<file path="src/rtl/adder.sv">
// adder: unsigned WIDTH+1-bit sum of two operands plus a one-cycle registered copy with carry/zero flags.
// Define ADDER_CLA_EN for 4-bit carry-lookahead groups; the default build is a ripple chain of full-adder cells.

module adder_fa (
   input  logic a,
   input  logic b,
   input  logic cin,
   output logic sum,
   output logic cout
);
   assign sum  = a ^ b ^ cin;
   assign cout = (a & b) | (cin & (a ^ b));
endmodule

module adder #(
   parameter int WIDTH = 4
) (
   input  logic             Clock,
   input  logic             Reset,
   input  logic [WIDTH-1:0] OperandoA,
   input  logic [WIDTH-1:0] OperandoB,
   output logic [WIDTH:0]   Soma,
   output logic [WIDTH:0]   SomaReg,
   output logic             CarryReg,
   output logic             ZeroReg
);
   genvar gi;
   genvar gk;

`ifdef ADDER_CLA_EN
   localparam int NGRP    = (WIDTH + 3) / 4;
   localparam int LAST_NB = WIDTH - (NGRP - 1) * 4;

   // Carry out of bit n of a group as a flat sum of products, so every carry
   // in the group depends only on g/p and the group carry-in.
   function automatic logic group_carry(input logic [3:0] g, input logic [3:0] p,
                                        input logic cin, input int n);
      logic term;
      logic acc;
      acc = 1'b0;
      for (int j = 0; j <= n; j++) begin
         term = g[j];
         for (int k = j + 1; k <= n; k++) term = term & p[k];
         acc = acc | term;
      end
      term = cin;
      for (int k = 0; k <= n; k++) term = term & p[k];
      return acc | term;
   endfunction

   generate
      for (gi = 0; gi < NGRP; gi++) begin : g_grp
         localparam int NB = (WIDTH - gi * 4 >= 4) ? 4 : (WIDTH - gi * 4);
         logic [3:0]  gpad;
         logic [3:0]  ppad;
         logic [NB:0] c;

         if (gi == 0) begin : g_cin0
            assign c[0] = 1'b0;
         end else begin : g_cinn
            assign c[0] = g_grp[gi-1].c[4];
         end

         // Bits past WIDTH in a partial top group generate and propagate nothing.
         for (gk = 0; gk < 4; gk++) begin : g_gp
            if (gk < NB) begin : g_live
               assign gpad[gk] = OperandoA[gi*4+gk] & OperandoB[gi*4+gk];
               assign ppad[gk] = OperandoA[gi*4+gk] ^ OperandoB[gi*4+gk];
            end else begin : g_pad
               assign gpad[gk] = 1'b0;
               assign ppad[gk] = 1'b0;
            end
         end

         for (gk = 0; gk < NB; gk++) begin : g_bit
            assign c[gk+1]       = group_carry(gpad, ppad, c[0], gk);
            assign Soma[gi*4+gk] = ppad[gk] ^ c[gk];
         end
      end
   endgenerate

   assign Soma[WIDTH] = g_grp[NGRP-1].c[LAST_NB];
`else
   generate
      for (gi = 0; gi < WIDTH; gi++) begin : g_bit
         logic cin;
         logic cout;

         if (gi == 0) begin : g_cin0
            assign cin = 1'b0;
         end else begin : g_cinn
            assign cin = g_bit[gi-1].cout;
         end

         adder_fa u_fa (
            .a    (OperandoA[gi]),
            .b    (OperandoB[gi]),
            .cin  (cin),
            .sum  (Soma[gi]),
            .cout (cout)
         );
      end
   endgenerate

   assign Soma[WIDTH] = g_bit[WIDTH-1].cout;
`endif

   // Reset value keeps ZeroReg consistent with a cleared SomaReg.
   always_ff @(posedge Clock or posedge Reset) begin
      if (Reset) begin
         SomaReg  <= '0;
         CarryReg <= 1'b0;
         ZeroReg  <= 1'b1;
      end else begin
         SomaReg  <= Soma;
         CarryReg <= Soma[WIDTH];
         ZeroReg  <= (Soma == '0);
      end
   end
endmodule

</file>
<file path="config.mk">
export PLATFORM = sky130hd
export DESIGN_NAME = adder
export DESIGN_NICKNAME = d
export VERILOG_FILES = /design/src/rtl/adder.sv
export SDC_FILE = /design/constraint.sdc
export NUM_CORES = 1
export LEC_CHECK = 0
export CAP_MARGIN = 20
export CORE_AREA = 2 2 39 41
export DETAILED_ROUTE_END_ITERATION = 10
export DIE_AREA = 0 0 41 43
export MAX_ROUTING_LAYER = met4
export SLEW_MARGIN = 20
export SYNTH_ARGS = -nofsm -noshare
export SYNTH_HDL_FRONTEND = slang
export SYNTH_SLANG_ARGS = --single-unit
export TNS_END_PERCENT = 30
</file>
<file path="constraint.sdc">
create_clock -name Clock -period 4 [get_ports Clock]
set_input_delay 0.6 -clock Clock [delete_from_list [all_inputs] [get_ports Clock]]
set_output_delay 0.6 -clock Clock [all_outputs]
set_load 0.03 [all_outputs]
</file>
==> summary.md, run 1 <==
| Metric | Value |
|---|---|
| Fmax | `264 MHz` |
| Starting Density | `22.2%` |
| Total track usage | `6.87%` |
| Static Leak | `0.231 nW` |
| Fillers | `143` |
| Final GP Congestion | `0.604` |
| Setup crit end kind | `primary output` |
| Most frequent cells in the layout | `clkdlybuf4s50_1, inv_1, dfrtp_1, fa_1, clkbuf_4` |
| Initial antenna violation count | `0` |
| H-tree levels | `1` |
| Detailed Routing Iterations Pass 1 | `1` |
| Fin nets | `58` |
| Unrepaired setup endpoints after global routing | `false` |
| CTS max path bufs | `2` |
| Arrival time of the worst setup path | `3.19 ns` |
| Syn_area_per_cell | `12.8 um^2` |
| Share of post-route cells with drive strength above 1 | `11.6%` |
| Max Cap Violations | `0` |
| Setup Buffers After CTS | `0` |
| Synth Net Count | `38` |
| YS warnings | `0` |
| Seq/Total Area, Yosys | `49.2%` |
| Vias | `204` |
| Family with the most delay on the worst path | `adder cells` |
| PostCTS Resize Cnt | `0` |
| Synth top area cells | `dfrtp_1, fa_1, buf_4` |
| Final setup viols | `0` |
| Status | `completed` |
| CP startpoint kind | `input port` |
| Commonest non-fill, non-tap cell in the layout | `clkdlybuf4s50_1` |
| Number of clock sinks | `6` |
| Synth Cell Area | `308 um^2` |
| Max VDD drop | `111 uV` |
| Max FO, Critical Path | `2` |
| Reg clk slew, reported paths | `0.05 ns` |
| Critical Path Most Common Cell | `fa_1` |
| Pwr/cell area | `425 mW/mm^2` |
| Area grow syn2layout | `68.7%` |
| Largest area contributor in the netlist | `dfrtp_1` |
| Setup CP Type | `input port to primary output` |
| Root buf cell | `clkbuf_4` |
| Cts hold-fix bufs | `0` |
| Die width | `41 um` |
| Worst path required time | `3.40 ns` |
| Number of diodes | `0` |
| Die H | `43 um` |
| Crit-path cells | `clkdlybuf4s50_1 -> ha_1 -> fa_1 -> fa_1 -> inv_1 -> fa_1 -> inv_1 -> clkdlybuf4s50_1` |
| Post-DR wirelength/cell | `7.46 um` |
| Vias in the first global route | `204` |
| Slew @ Worst Pin | `0.316 ns` |
| CP max-delay cell | `clkdlybuf4s50_1` |
| Non-Filler Instances | `59` |
| Die ar. | `0.00176 mm^2` |
| Synth Register Bits | `6` |
| Detailed Route WL | `440 um` |
| Core Rows | `14` |
| Hold Vio Cnt, Final | `0` |
| Synth unique cells | `8` |
| Worst Hold Class | `input port to asynchronous set/reset pin` |
| Setup tns final | `0 ns` |
| Total CTS buffers | `3` |
| Core Box Area | `0.00138 mm^2` |
| Slowest cell delay on critical path | `0.66 ns` |
| DP Cell Count | `55` |
| DRC viols | `0` |
| Post-route ant nets | `0` |
| Yosys top cell area share | `40.7%` |
| Slew headroom | `78.8%` |
| PortBufs | `21` |
| Fin crit share | `94.7%` |
| Slew Viols, Final | `0` |
| Global route overflow | `0` |
| Via/cell ratio | `3.46` |
| Minimum clock period | `3.79 ns` |
| Ports | `22` |
| First-pass GRT wire length | `710 um` |
| DRT iter0 DRCs | `0` |
| Post-Synthesis Cells | `24` |
| Largest net degree at the start of global routing | `7` |
| CTS tree | `built` |
| Worst Path Buf+Inv | `4` |
-- kinds of logic (layout without fill, tap and decap cells) --
group,after synthesis,in the layout,synth area share (%)
buf+inv,12,31,21.9
simple gates,2,2,5.28
flops,6,6,49.2
fa+ha+maj,4,4,23.6
-- worst max path at each step --
stage	depth (start not counted)	startpoint	to	slack, ns
2_1_floorplan	7	OperandoA[0]	Soma[3]	1.19
3_3_place_gp	8	OperandoA[0]	Soma[3]	0.21
3_5_place_dp	8	OperandoA[0]	Soma[3]	0.20
4_1_cts	8	OperandoA[0]	Soma[3]	0.20
5_1_grt	8	OperandoA[0]	Soma[3]	0.09
6_report	8	OperandoA[0]	Soma[3]	0.21
-- cell usage after synthesis (all sizes together) --
cell,instances
nand2,1
buf,6
fa,3
inv,6
dfrtp,5
ha,1
nor4,1
dfstp,1
-- power breakdown --
part	total (mW)	switching (mW)	internal (mW)
combinational	0.0913	0.0507	0.0406
sequential	0.0709	0.00195	0.0689
clock	0.0583	0.0206	0.0377
-- final cells by class --
class / count / area [um^2] / area share [%]
repair buffers: 21 / 210 / 40.5
multi-input cells: 6 / 88.8 / 17.1
inverters: 6 / 22.5 / 4.34
clock buffers: 4 / 26.3 / 5.06
well taps: 16 / 20.0 / 3.86
flip-flops and latches: 6 / 151 / 29.2
-- registers in the layout (all words and copies together) (netlist names) --
signal and flops:
ZeroReg 1, CarryReg 1, SomaReg 4
-- stage by stage --
step	power, mW	worst slack [ns]	instance area (um^2)	utilization (%)	hold slack [ns]
3_3_place_gp	0.164	0.207	493	35.6	0.822
3_5_place_dp	0.164	0.199	493	35.6	0.816
4_1_cts	0.225	0.195	519	37.5	0.560
6_report	0.220	0.212	519	37.5	0.561
2_1_floorplan	0.132	1.19	308	-	0.390
5_1_grt	0.235	0.0878	519	37.5	0.584
-- metal layers --
layer	vias to the layer above	global-route usage (%)	wire length, um
met5	-	-	0
met4	0	12.0	0
met3	0	0	52
met2	16	8.13	224
met1	88	7.33	163
li1	100	-	-
(Power assumes the default switching activity.)
==> run 2, diff against run 1 <==
--- a/config.mk
+++ b/config.mk
@@ -6,9 +6,9 @@
 export NUM_CORES = 1
 export LEC_CHECK = 0
 export CAP_MARGIN = 20
-export CORE_AREA = 2 2 39 41
+export CORE_AREA = 3 3 40 42
 export DETAILED_ROUTE_END_ITERATION = 10
-export DIE_AREA = 0 0 41 43
+export DIE_AREA = 0 0 43 45
 export MAX_ROUTING_LAYER = met4
 export SLEW_MARGIN = 20
 export SYNTH_ARGS = -nofsm -noshare
==> constraint.sdc (replaced) <==
create_clock -name Clock -period 4 [get_ports Clock]
set_input_delay 0.6 -clock Clock [delete_from_list [all_inputs] [get_ports Clock]]
set_output_delay 0.6 -clock Clock [all_outputs]
set_load 0.01 [all_outputs]
==> summary.md, run 2 (synthesis gave the netlist of run 1 again) <==
| Metric | Value |
|---|---|
| Most frequent cells in the layout | `clkdlybuf4s50_1, inv_1, dfrtp_1, fa_1, clkbuf_4` |
| Cts hold-fix bufs | `0` |
| H-tree levels | `1` |
| Largest regs | `SomaReg x4, CarryReg x1, ZeroReg x1` |
| First-pass GRT wire length | `834 um` |
| Fmax | `272 MHz` |
| Final hold slack | `0.571 ns` |
| Slew Viols, Final | `0` |
| CTS max path bufs | `2` |
| Fillers | `128` |
| Max FO, Critical Path | `2` |
| Final setup viols | `0` |
| Arrival time of the worst setup path | `3.08 ns` |
| Starting Density | `24.0%` |
| Vias | `221` |
| Net Switching | `0.0494 mW` |
| Status | `completed` |
| Setup Buffers After CTS | `0` |
| Reg power frac | `36.0%` |
| Internal power | `0.147 mW` |
| Via/cell ratio | `3.81` |
| DRC viols | `0` |
| Post-DR wirelength/cell | `10.1 um` |
| Max Cap Violations | `0` |
| PortBufs | `21` |
| Max reg flops | `4` |
| Post-route ant nets | `0` |
| Static Leak | `0.231 nW` |
| Placed Area | `492 um^2` |
| Initial antenna violation count | `0` |
| Detailed Routing Iterations Pass 1 | `2` |
| Core Box Area | `0.00128 mm^2` |
| Switching Fraction | `25.1%` |
| Share of post-route cells with drive strength above 1 | `11.6%` |
| Setup crit end kind | `primary output` |
| Number of clock sinks | `6` |
| Top reg by flops | `SomaReg` |
| PostCTS Resize Cnt | `0` |
| Setup tns final | `0 ns` |
| Reg clk slew, reported paths | `0.04 ns` |
| Fin nets | `58` |
| Largest net degree at the start of global routing | `7` |
| Vias in the first global route | `218` |
| Register area | `151 um^2` |
| DRT iter0 DRCs | `1` |
| Total CTS buffers | `3` |
| Die H | `45 um` |
| Worst Hold Class | `input port to asynchronous set/reset pin` |
| Final instance area | `518 um^2` |
| Fin crit share | `92.0%` |
| Root buf cell | `clkbuf_4` |
| Die width | `43 um` |
| CTS tree | `built` |
| Max VDD drop | `106 uV` |
| Setup CP Type | `input port to primary output` |
| Clock power frac | `29.7%` |
| Detailed Route WL | `584 um` |
| Pwr/cell area | `380 mW/mm^2` |
| Number of diodes | `0` |
| Die ar. | `0.00194 mm^2` |
| Commonest non-fill, non-tap cell in the layout | `clkdlybuf4s50_1` |
| Area grow syn2layout | `68.3%` |
| Final GP Congestion | `0.681` |
| Minimum clock period | `3.68 ns` |
| Slew @ Worst Pin | `0.205 ns` |
| Core Rows | `13` |
| Ports | `22` |
| Total track usage | `7.04%` |
| Area of the multi-input gates | `88.8 um^2` |
| Slew headroom | `86.3%` |
| Worst path required time | `3.40 ns` |
| Global route overflow | `0` |
| Unrepaired setup endpoints after global routing | `false` |
| CP startpoint kind | `input port` |
| Comb pwr share | `34.3%` |
| Hold Vio Cnt, Final | `0` |
run 2: cell counts in the layout (fill, tap and decap cells not counted):
No cell type changed its count.
run 2: per-layer routing:
metal / GRT usage (%) / up-vias / routed length, um
met3: 3.59 / 4 / 97
met1: 6.27 / 91 / 204
met5: - / - / 0
met2: 10.5 / 23 / 252
met4: 7.23 / 0 / 29
li1: - / 103 / -
run 2: worst max-delay path: stages:
cell	delay (ns)
clkdlybuf4s50_1	0.40
ha_1	0.22
fa_1	0.38
fa_1	0.37
inv_1	0.07
fa_1	0.42
inv_1	0.09
clkdlybuf4s50_1	0.54
run 2: worst max path at each step:
| stage | start | to | slack [ns] | depth (start not counted) |
|---|---|---|---|---|
| 2_1_floorplan | OperandoA[0] | Soma[3] | 1.23 | 7 |
| 3_3_place_gp | OperandoA[0] | Soma[3] | 0.33 | 8 |
| 3_5_place_dp | OperandoA[0] | Soma[3] | 0.29 | 8 |
| 4_1_cts | OperandoA[0] | Soma[3] | 0.29 | 8 |
| 5_1_grt | OperandoA[0] | Soma[3] | 0.18 | 8 |
| 6_report | OperandoA[0] | Soma[3] | 0.32 | 8 |
run 2: layout make-up:
class	count	area share, %
timing repair buffer	21	40.6
sequential	6	29.2
multi-input combinational	6	17.1
clock buffer	4	5.07
inverter	6	4.35
tap	15	3.62
run 2: metrics by stage:
| stage | power [mW] | setup slack (ns) | utilization (%) | instances |
|---|---|---|---|---|
| finish | 0.197 | 0.319 | 40.3 | 58 |
| global route | 0.210 | 0.178 | 40.3 | 58 |
| CTS | 0.201 | 0.288 | 40.3 | 58 |
| detailed placement | 0.140 | 0.288 | 38.3 | 54 |
| global placement | 0.139 | 0.325 | 38.3 | 54 |
| floorplan | 0.107 | 1.23 | - | 24 |
run 2: power by group through the flow:
stage	combinational, mW	sequential [mW]	clock (mW)
after floorplan	0.0306	0.0763	0
after global placement	0.0678	0.0716	0
after detailed placement	0.0685	0.0718	0
after CTS	0.0689	0.0709	0.0611
after global routing	0.0733	0.0716	0.0656
final	0.0675	0.0708	0.0585
